===== config.mk =====
export PLATFORM = sky130hd
export DESIGN_NAME = nco_freq_meter_flat
export DESIGN_NICKNAME = d
export VERILOG_FILES = /design/src/rtl/nco_freq_meter_if.sv /design/src/rtl/nco_freq_meter.sv /design/src/flat_wrapper.sv
export SDC_FILE = /design/constraint.sdc
export NUM_CORES = 1
export LEC_CHECK = 0
export CAP_MARGIN = 20
export CORE_ASPECT_RATIO = 1.75
export CORE_MARGIN = 2
export CORE_UTILIZATION = 56
export CTS_BUF_LIST = sky130_fd_sc_hd__clkbuf_4 sky130_fd_sc_hd__clkbuf_8
export DETAILED_ROUTE_END_ITERATION = 8
export PLACE_DENSITY = 0.81
export SETUP_SLACK_MARGIN = 0.05
export SYNTH_ARGS = -nofsm -noshare
export SYNTH_HDL_FRONTEND = slang
export SYNTH_SLANG_ARGS = --single-unit

===== constraint.sdc =====
create_clock -name clk -period 2.1 [get_ports clk]
set_input_delay 0.42 -clock clk [delete_from_list [all_inputs] [get_ports clk]]
set_output_delay 0.42 -clock clk [all_outputs]
set_load 0.005 [all_outputs]

===== src/rtl/nco_freq_meter_if.sv =====
// Sample-stream and result bundle between a waveform source (master) and
// the nco_freq_meter (slave). Clock and reset stay outside the bundle.
interface nco_freq_meter_if;
    logic       enable;
    logic       sample_valid;
    logic [7:0] sample;
    logic [7:0] freq_est;
    logic       freq_valid;
    logic       no_signal;
    logic       locked;

    modport master (
        output enable, sample_valid, sample,
        input  freq_est, freq_valid, no_signal, locked
    );

    modport slave (
        input  enable, sample_valid, sample,
        output freq_est, freq_valid, no_signal, locked
    );
endinterface


===== src/rtl/nco_freq_meter.sv =====
// nco_freq_meter: recovers the phase increment of an 8-bit offset-binary
// sine stream. Rising midscale crossings (with hysteresis) bound a window
// of 2^PER_LOG2 periods; the sample count S over that window is turned into
// round(2^(8+PER_LOG2)/S) by a bit-serial restoring divider.
// Optional feature macro: NCO_FREQ_LOCK_EN (adds the 'locked' flag logic;
// without it 'locked' is tied low).
module nco_freq_meter #(
    parameter int HYST     = 8,
    parameter int PER_LOG2 = 2
) (
    input  logic            clk,
    input  logic            reset,
    nco_freq_meter_if.slave bus
);
    localparam int CNT_W = 10 + PER_LOG2;
    localparam int NUM_W = 10 + PER_LOG2;
    localparam int DC_W  = $clog2(NUM_W + 1);

    localparam logic [2:0] ST_IDLE    = 3'd0;
    localparam logic [2:0] ST_ARM     = 3'd1;
    localparam logic [2:0] ST_SYNC    = 3'd2;
    localparam logic [2:0] ST_MEASURE = 3'd3;
    localparam logic [2:0] ST_DIVIDE  = 3'd4;

    localparam logic [1:0] LVL_UNKNOWN = 2'd0;
    localparam logic [1:0] LVL_LOW     = 2'd1;
    localparam logic [1:0] LVL_HIGH    = 2'd2;

    localparam logic [8:0]          HI_TH    = 9'(128 + HYST);
    localparam logic [8:0]          LO_TH    = 9'(128 - HYST);
    // Timeout fires on the valid sample that would bring scnt to all-ones
    localparam logic [CNT_W-1:0]    SCNT_TMO = CNT_W'((1 << CNT_W) - 2);
    localparam logic [PER_LOG2:0]   NPER     = (PER_LOG2 + 1)'(1 << PER_LOG2);
    localparam logic [NUM_W-1:0]    NUM_BASE = NUM_W'(1 << (8 + PER_LOG2));
    localparam logic [NUM_W-1:0]    Q_MAX    = NUM_W'(255);
    localparam logic [DC_W-1:0]     DC_LAST  = DC_W'(NUM_W);

    logic [2:0]          state_r;
    logic [1:0]          level_r;
    logic [CNT_W-1:0]    scnt_r;
    logic [PER_LOG2:0]   ccnt_r;
    logic [CNT_W-1:0]    div_r;
    logic [CNT_W-1:0]    rem_r;
    logic [NUM_W-1:0]    quo_r;
    logic [DC_W-1:0]     div_cnt_r;
    logic [7:0]          freq_est_r;
    logic                freq_valid_r;
    logic                no_signal_r;

    logic [1:0]          level_nxt_s;
    logic                rise_s;
    logic                tmo_s;
    logic [CNT_W-1:0]    scnt_inc_s;
    logic [PER_LOG2:0]   ccnt_inc_s;
    logic [NUM_W-1:0]    num_load_s;
    logic [CNT_W:0]      rem_sh_s;
    logic [CNT_W-1:0]    rem_nxt_s;
    logic                q_bit_s;
    logic [7:0]          q_final_s;

    assign scnt_inc_s = scnt_r + CNT_W'(1);
    assign ccnt_inc_s = ccnt_r + (PER_LOG2 + 1)'(1);
    // Numerator carries +S/2 so the truncating divide rounds to nearest
    assign num_load_s = NUM_BASE + {1'b0, scnt_inc_s[CNT_W-1:1]};

    // Hysteresis level tracker, rising-crossing and timeout detection
    always_comb begin
        level_nxt_s = level_r;
        if (bus.sample_valid && (state_r != ST_IDLE)) begin
            if ({1'b0, bus.sample} >= HI_TH) begin
                level_nxt_s = LVL_HIGH;
            end else if ({1'b0, bus.sample} < LO_TH) begin
                level_nxt_s = LVL_LOW;
            end else begin
                level_nxt_s = level_r;
            end
        end else begin
            level_nxt_s = level_r;
        end
        rise_s = (level_r == LVL_LOW) && (level_nxt_s == LVL_HIGH);
        tmo_s  = 1'b0;
        if ((state_r == ST_ARM) || (state_r == ST_SYNC) || (state_r == ST_MEASURE)) begin
            // A crossing on the same sample takes priority over the timeout
            tmo_s = bus.sample_valid && !rise_s && (scnt_r >= SCNT_TMO);
        end else begin
            tmo_s = 1'b0;
        end
    end

    // One restoring-division step plus the saturating result clamp
    always_comb begin
        rem_sh_s = {rem_r, quo_r[NUM_W-1]};
        if (rem_sh_s >= {1'b0, div_r}) begin
            q_bit_s   = 1'b1;
            rem_nxt_s = CNT_W'(rem_sh_s - {1'b0, div_r});
        end else begin
            q_bit_s   = 1'b0;
            rem_nxt_s = rem_sh_s[CNT_W-1:0];
        end
        if (quo_r > Q_MAX) begin
            q_final_s = 8'hFF;
        end else begin
            q_final_s = quo_r[7:0];
        end
    end

    // Measurement FSM, counters, divider state and result registers
    always_ff @(posedge clk) begin
        if (reset) begin
            state_r      <= ST_IDLE;
            level_r      <= LVL_UNKNOWN;
            scnt_r       <= '0;
            ccnt_r       <= '0;
            div_r        <= '0;
            rem_r        <= '0;
            quo_r        <= '0;
            div_cnt_r    <= '0;
            freq_est_r   <= 8'h00;
            freq_valid_r <= 1'b0;
            no_signal_r  <= 1'b0;
        end else if (!bus.enable) begin
            state_r      <= ST_IDLE;
            level_r      <= LVL_UNKNOWN;
            scnt_r       <= '0;
            ccnt_r       <= '0;
            div_cnt_r    <= '0;
            freq_valid_r <= 1'b0;
            no_signal_r  <= 1'b0;
        end else begin
            freq_valid_r <= 1'b0;
            no_signal_r  <= 1'b0;
            level_r      <= level_nxt_s;
            if (tmo_s) begin
                freq_est_r   <= 8'h00;
                freq_valid_r <= 1'b1;
                no_signal_r  <= 1'b1;
                level_r      <= LVL_UNKNOWN;
                scnt_r       <= '0;
                ccnt_r       <= '0;
                state_r      <= ST_ARM;
            end else begin
                case (state_r)
                    ST_IDLE: begin
                        scnt_r  <= '0;
                        state_r <= ST_ARM;
                    end
                    ST_ARM: begin
                        if (bus.sample_valid) begin
                            scnt_r <= scnt_inc_s;
                            if (level_nxt_s != LVL_UNKNOWN) begin
                                state_r <= ST_SYNC;
                            end
                        end
                    end
                    ST_SYNC: begin
                        if (bus.sample_valid) begin
                            if (rise_s) begin
                                scnt_r  <= '0;
                                ccnt_r  <= '0;
                                state_r <= ST_MEASURE;
                            end else begin
                                scnt_r <= scnt_inc_s;
                            end
                        end
                    end
                    ST_MEASURE: begin
                        if (bus.sample_valid) begin
                            scnt_r <= scnt_inc_s;
                            if (rise_s) begin
                                if (ccnt_inc_s == NPER) begin
                                    div_r     <= scnt_inc_s;
                                    quo_r     <= num_load_s;
                                    rem_r     <= '0;
                                    div_cnt_r <= '0;
                                    state_r   <= ST_DIVIDE;
                                end else begin
                                    ccnt_r <= ccnt_inc_s;
                                end
                            end
                        end
                    end
                    ST_DIVIDE: begin
                        if (div_cnt_r != DC_LAST) begin
                            rem_r     <= rem_nxt_s;
                            quo_r     <= {quo_r[NUM_W-2:0], q_bit_s};
                            div_cnt_r <= div_cnt_r + DC_W'(1);
                        end else begin
                            freq_est_r   <= q_final_s;
                            freq_valid_r <= 1'b1;
                            scnt_r       <= '0;
                            state_r      <= ST_SYNC;
                        end
                    end
                    default: begin
                        state_r <= ST_IDLE;
                    end
                endcase
            end
        end
    end

    assign bus.freq_est   = freq_est_r;
    assign bus.freq_valid = freq_valid_r;
    assign bus.no_signal  = no_signal_r;

`ifdef NCO_FREQ_LOCK_EN
    logic [7:0] prev_q_r;
    logic       prev_ok_r;
    logic       locked_r;
    logic [7:0] q_diff_s;
    logic       div_done_s;

    // Result-complete strobe and distance to the previous result
    always_comb begin
        div_done_s = (state_r == ST_DIVIDE) && (div_cnt_r == DC_LAST);
        if (q_final_s >= prev_q_r) begin
            q_diff_s = q_final_s - prev_q_r;
        end else begin
            q_diff_s = prev_q_r - q_final_s;
        end
    end

    // Lock flag: two consecutive good results within one LSB of each other
    always_ff @(posedge clk) begin
        if (reset) begin
            prev_q_r  <= 8'h00;
            prev_ok_r <= 1'b0;
            locked_r  <= 1'b0;
        end else if (!bus.enable || tmo_s) begin
            prev_ok_r <= 1'b0;
            locked_r  <= 1'b0;
        end else if (div_done_s) begin
            prev_q_r  <= q_final_s;
            prev_ok_r <= 1'b1;
            locked_r  <= prev_ok_r && (q_diff_s <= 8'd1);
        end
    end

    assign bus.locked = locked_r;
`else
    assign bus.locked = 1'b0;
`endif

endmodule


===== src/flat_wrapper.sv =====
// flat-port wrapper written by rule: the top's interface ports become plain ports
module nco_freq_meter_flat 
#(
    parameter int HYST     = 8,
    parameter int PER_LOG2 = 2
)
  (clk, reset, bus_enable, bus_sample_valid, bus_sample, bus_freq_est, bus_freq_valid, bus_no_signal, bus_locked);
  nco_freq_meter_if bus_i ();
  input  logic clk;
  input  logic reset;
  input wire logic [$bits(bus_i.enable)-1:0] bus_enable;
  input wire logic [$bits(bus_i.sample_valid)-1:0] bus_sample_valid;
  input wire logic [$bits(bus_i.sample)-1:0] bus_sample;
  output wire logic [$bits(bus_i.freq_est)-1:0] bus_freq_est;
  output wire logic [$bits(bus_i.freq_valid)-1:0] bus_freq_valid;
  output wire logic [$bits(bus_i.no_signal)-1:0] bus_no_signal;
  output wire logic [$bits(bus_i.locked)-1:0] bus_locked;
  assign bus_i.enable = bus_enable;
  assign bus_i.sample_valid = bus_sample_valid;
  assign bus_i.sample = bus_sample;
  assign bus_freq_est = bus_i.freq_est;
  assign bus_freq_valid = bus_i.freq_valid;
  assign bus_no_signal = bus_i.no_signal;
  assign bus_locked = bus_i.locked;
  nco_freq_meter #(.HYST(HYST), .PER_LOG2(PER_LOG2)) u_core (.clk(clk), .reset(reset), .bus(bus_i));
endmodule

# Word level (Yosys, flattened, before mapping)
# Index checks and enable logic that the tools add are counted.
# totals
regBits	70
input_bits	12
latch_bits	0
romBits	0
output_inout_bits	11
mem_count	0
elab_cells	127
ram_bits	0
# op_classes
muxes	50
n_div	0
n_addsub	5
eq_ne	28
multipliers	0
reduce_logical	25
bitwise	2
order_cmp	5
shifts	0
# ops
cell	count
2-to-1 mux 12 bit	13
case mux 12 bit (2 select lines)	2
case mux 12 bit (4 select lines)	1
2-to-1 mux 3 bit	13
2-to-1 mux 8 bit	4
inequality test 3 x 2 -> 1 bit, second input constant	6
AND reduction 6 bit	3
2-to-1 mux 4 bit	4
AND reduction 8 bit	2
case mux 3 bit (5 select lines)	1
inequality test 2 bit, second input constant	7
greater-or-equal comparator 13 x 12 -> 1 bit	1
adder 11 x 11 -> 12 bit, first input constant	1
adder 12 x 1 -> 12 bit, second input constant	1
greater-or-equal comparator 12 bit, second input constant	1
> comparator 12 x 8 -> 1 bit, second input constant	1
subtractor 12 bit	1
inequality test 2 x 1 -> 1 bit, second input constant	5
greater-or-equal comparator 8 bit, second input constant	1
< comparator 8 x 7 -> 1 bit, second input constant	1
case mux 4 bit (2 select lines)	1
nonzero test 2 bit	4
2-to-1 mux 1 bit	7
AND reduction 7 bit	1
22 further kinds	33

# Logic depth before layout (Yosys ltp)
# logic_depth
ltp_word	12
ltp_mapped	11
mapped_depth_nobuf	10

# Worst setup path before layout
# No wires, ideal clock.
# synth_path
path_type	reg-to-reg
from	register u_core.div_r[1]
to	register u_core.quo_r[0]
t_arrival_ns	2.139
path_stages_with_launch	11
required_time_ns	1.979
setup_slack_ns	-0.160
setup_ns	0.121
period_less_slack_ns	2.260
path_cell_list	dfxtp_1 inv_1 ha_1 nor2b_1 o31a_1 o32ai_1 o21a_1 o31ai_1 buf_2 a211oi_1 nor3_1
# synth_via
elab_chain_len	4
# synth_rtl
item	line	text
start, declared	nco_freq_meter.sv:42	logic [CNT_W-1:0] div_r;
start signal, assigned	nco_freq_meter.sv:171	div_r <= scnt_inc_s;
greater-or-equal comparator 13 x 12 -> 1 bit	nco_freq_meter.sv:93	if (rem_sh_s >= {1'b0, div_r}) begin
2-to-1 mux 1 bit	nco_freq_meter.sv:93	
2-to-1 mux 12 bit	nco_freq_meter.sv:183	if (div_cnt_r != DC_LAST) begin
case mux 12 bit (2 select lines)	nco_freq_meter.sv:142	case (state_r)
end signal, assigned	nco_freq_meter.sv:172	quo_r <= num_load_s;
end signal, assigned	nco_freq_meter.sv:185	quo_r <= {quo_r[NUM_W-2:0], q_bit_s};
end, declared	nco_freq_meter.sv:44	logic [NUM_W-1:0] quo_r;
# No other way between the ends. The select of a mux whose other input is x is not followed.
# A chain may end at the register's enable or synchronous reset.

# Worst setup path after layout
# layout_path
from	register u_core.div_r[4]
to	register u_core.rem_r[6]
# layout_via
elab_chain_len	4
# layout_rtl
item	line	text
subtractor 12 bit or greater-or-equal comparator 13 x 12 -> 1 bit (tied branches)	nco_freq_meter.sv:95, nco_freq_meter.sv:93	
2-to-1 mux 12 bit *	nco_freq_meter.sv:93	
2-to-1 mux 12 bit *	nco_freq_meter.sv:183	
case mux 12 bit (2 select lines) *	nco_freq_meter.sv:142	
end signal, assigned	nco_freq_meter.sv:184	rem_r <= rem_nxt_s;
end, declared	nco_freq_meter.sv:43	logic [CNT_W-1:0] rem_r;
# Every way passes the cells marked *; elsewhere a longest branch is shown, timed or not. The select of a mux whose other input is x is not followed.

==> metrics.cfg <==
[power]
fin_total_pwr_w = 0.00285
power.leakage_nw = 2.54
power_density_nw_per_um2 = 448
vdd_ir_drop_max_v = 0.000437

[global_route]
grt_max_degree = 31
grt_overflow = 0
grt_use_total_pct = 34.5
antenna_found_initial = 0
first_global_vias = 4468
grt_first_pass_wirelength_mm = 20.3

[setup_path]
worst-path-max-fanout = 5
critical_path.max_stage_delay_ns = 0.39
path_class = flop to flop
path_buf_inv = 3
path_delay_family = compound AO/OA/AOI/OAI gates
crit_path_start_kind = flop
path_depth = 10
cp-endpoint = u_core.rem_r[6]$_SDFFE_PP0P_
startpoint = u_core.div_r[4]$_SDFFE_PP0P_
path_cells = inv_1, ha_4, or3_1, o32ai_2, o21a_1, o31ai_4, buf_6, buf_6, mux2i_4, o21ai_2
cpMaxStageDelayCell = or3_1
worstRegToRegCells = 10
rr_startpoint = u_core.div_r[4]$_SDFFE_PP0P_
end_kind = flop
reg2reg_slack_ns = -0.27
cp_common_cell = buf_6
crit_required_ns = 2.38
reg2reg_to = u_core.rem_r[6]$_SDFFE_PP0P_
cp.arrival_ns = 2.65

[clock_network]
tritoncts = built
cts_buffer_depth = 2
worstSkewPairLatency_ns = 0.37
cts.sinks = 70
path_clk_slew_ns = 0.08
cts_made_buffers = 9
htree_levels = 3
clock-root-buffer = clkbuf_8

[drt]
ant_nets = 0
drt_iter0_drc = 449
routed_wl_mm = 17.6
dr.pass1.iters = 7
drc = 0
dr_total_vias = 4862
via_per_inst = 6.72
wl_per_cell_microns = 24.3

[sta]
slew_viol_final = 0
clock_skew_ns = 0.0127
rsz0062_at_grt = yes
worstMarginPinSlew_ns = 0.655
setup_violations = 51
min_period_ns = 2.37
setup_ws_ns = -0.268
max_freq_mhz = 422
hold_viol = 0
fin_crit_sh_pct = 113
slew_headroom_pct = 56.2

[placement]
dpl.hpwl_mm = 8.24
dpl_cell_area_sq_um = 4990
place_congestion = 0.919
port_buffers = 18
pre_cts_ws_ns = -0.759

[logic_synthesis]
ys_ff_latch = 70
syn_inst = 495
async_reset_ff_share_pct = 0
synth_edf_count = 0
syn_area_sq_um = 3990
ys.flop_type = dfxtp_1
yosysSeqAreaShare_pct = 35.2
syn-num-nets = 526
syn_avg_cell_area_sq_um = 8.05
synth-warning-count = 0
synth.distinct_cells = 65

[min_path]
hold_class = flop to flop
min_from = u_core.bus.freq_est[5]$_SDFFE_PP0P_
whs_path_depth = 1

[cells_and_area]
drive_above_1_share_pct = 44.1
syn2layout_area_growth_pct = 59.5
layout_commonest_cell = buf_4
final_area_sq_um = 6360
finalNetCount = 665
antenna_cells = 0
final_cell_mix = buf_4, nor2_1, dfxtp_1, nand2_1, buf_6

[flow_run]
drv_cap = 0

[floorplan]
initial_core_util_pct = 57.7
dieWidth_microns = 67.8
die_area_sq_um = 7840
coreArea_sq_um = 6910
num_rows = 40
die_h_microns = 116
io_pins = 23

[outcome]
status = finished with violations
failed_checks = setup timing

[stage by stage]
step / cells / setup TNS (ns) / hold WS [ns] / utilization, %
floorplan: 495 / -0.212 / 0.440 / -
global placement: 673 / -34.58 / 0.447 / 72.3
detailed placement: 673 / -40.09 / 0.449 / 72.3
CTS: 704 / -1.11 / 0.472 / 81.9
global route: 723 / -6.29 / 0.497 / 92.1
finish: 723 / -4.85 / 0.487 / 92.1
[power breakdown]
part / total (W) / switching (W) / leakage (nW) / internal [W]
Sequential: 0.00133 / 0.00000447 / 0.570 / 0.00133
Combinational: 0.000249 / 0.000155 / 1.86 / 0.0000946
Clock: 0.00127 / 0.000593 / 0.106 / 0.000672
[cell families after synthesis]
| group | after synthesis | share of synthesized area (%) |
|---|---|---|
| other | 1 | 0.0941 |
| buffers and inverters | 46 | 5.21 |
| adder cells (fa/ha/maj) | 19 | 6.15 |
| multiplexers | 22 | 5.59 |
| XOR/XNOR | 17 | 3.74 |
| flip-flops | 70 | 35.2 |
| AND/OR/NAND/NOR | 196 | 22.9 |
| AO/OA/AOI/OAI | 124 | 21.2 |
[synthesized netlist by cell type (all sizes together), types with 2 or more instances]
| master | count | area share [%] |
|---|---|---|
| dfxtp | 70 | 35 |
| a211oi | 9 | 1.7 |
| ha | 18 | 5.6 |
| clkbuf | 14 | 1.4 |
| mux2 | 2 | 0.56 |
| a311oi | 6 | 1.5 |
| a22oi | 8 | 1.5 |
| nor4 | 4 | 0.63 |
| o21a | 6 | 1.1 |
| nor3b | 4 | 0.75 |
| a21oi | 34 | 4.3 |
| or3 | 3 | 0.47 |
| o31ai | 5 | 1.4 |
| or4 | 2 | 0.38 |
| inv | 21 | 2.0 |
| and3 | 2 | 0.31 |
| o21ai | 25 | 3.1 |
| mux2i | 20 | 5.0 |
| nand2b | 6 | 0.94 |
| nand3 | 19 | 2.4 |
| o2bb2ai | 7 | 1.5 |
| nor3 | 16 | 2.4 |
| or2 | 3 | 0.47 |
| nor2 | 77 | 7.3 |
| nor2b | 8 | 1.3 |
| nand2 | 45 | 4.3 |
| xnor2 | 11 | 2.4 |
| a21o | 3 | 0.56 |
| xor2 | 6 | 1.3 |
| o211ai | 6 | 1.1 |
| and2 | 2 | 0.31 |
| buf | 11 | 1.8 |
| nand4 | 3 | 0.47 |
[cell type report]
type	count	area, sq um
timing repair buffer	151	1420
clock inverter	7	97.6
clock buffer	9	124
multi-input combinational	381	3110
inverter	21	78.8
fill	233	548
sequential	70	1420
tap	84	105
[per-layer routing]
layer / global-route usage [%] / vias to the layer above / part of all wire [%]
met5: 0 / - / 0
met4: 25.5 / 0 / 13
met3: 6.41 / 186 / 7.4
met2: 62.3 / 369 / 49
met1: 33.4 / 2270 / 31
li1: - / 2037 / -
[repair_timing]
item	CTS	global route
buffers inserted	11	16
hold buffers	0	0
cloned	4	6
pin swaps	27	45
resized for setup	77	109
setup endpoints to repair	67	64
[worst min path at each step]
| stage | endpoint | slack, ns |
|---|---|---|
| 2_1_floorplan | u_core.quo_r[11]$_SDFFE_PP0P_ | 0.44 |
| 3_3_place_gp | u_core.bus.freq_est[1]$_SDFFE_PP0P_ | 0.45 |
| 3_5_place_dp | u_core.bus.freq_est[2]$_SDFFE_PP0P_ | 0.45 |
| 4_1_cts | u_core.bus.freq_est[2]$_SDFFE_PP0P_ | 0.47 |
| 5_1_grt | u_core.bus.freq_est[6]$_SDFFE_PP0P_ | 0.50 |
| 6_report | u_core.bus.freq_est[5]$_SDFFE_PP0P_ | 0.49 |
[sequential cells by signal (all words and copies together), names as in the netlist]
signal                 count
u_core.bus.freq_est        8
u_core.bus.freq_valid      1
u_core.bus.no_signal       1
u_core.ccnt_r              3
u_core.div_cnt_r           4
u_core.div_r              12
u_core.level_r             2
u_core.quo_r              12
u_core.rem_r              12
u_core.scnt_r             12
u_core.state_r             3
[worst register-to-register path: stages (launching register included)]
cell     delay (ns)
dfxtp_1        0.37
inv_1          0.10
ha_4           0.17
or3_1          0.39
o32ai_2        0.32
o21a_1         0.21
o31ai_4        0.08
buf_6          0.14
buf_6          0.11
mux2i_4        0.19
o21ai_2        0.20
No activity file was read; power rests on OpenSTA's default activity.
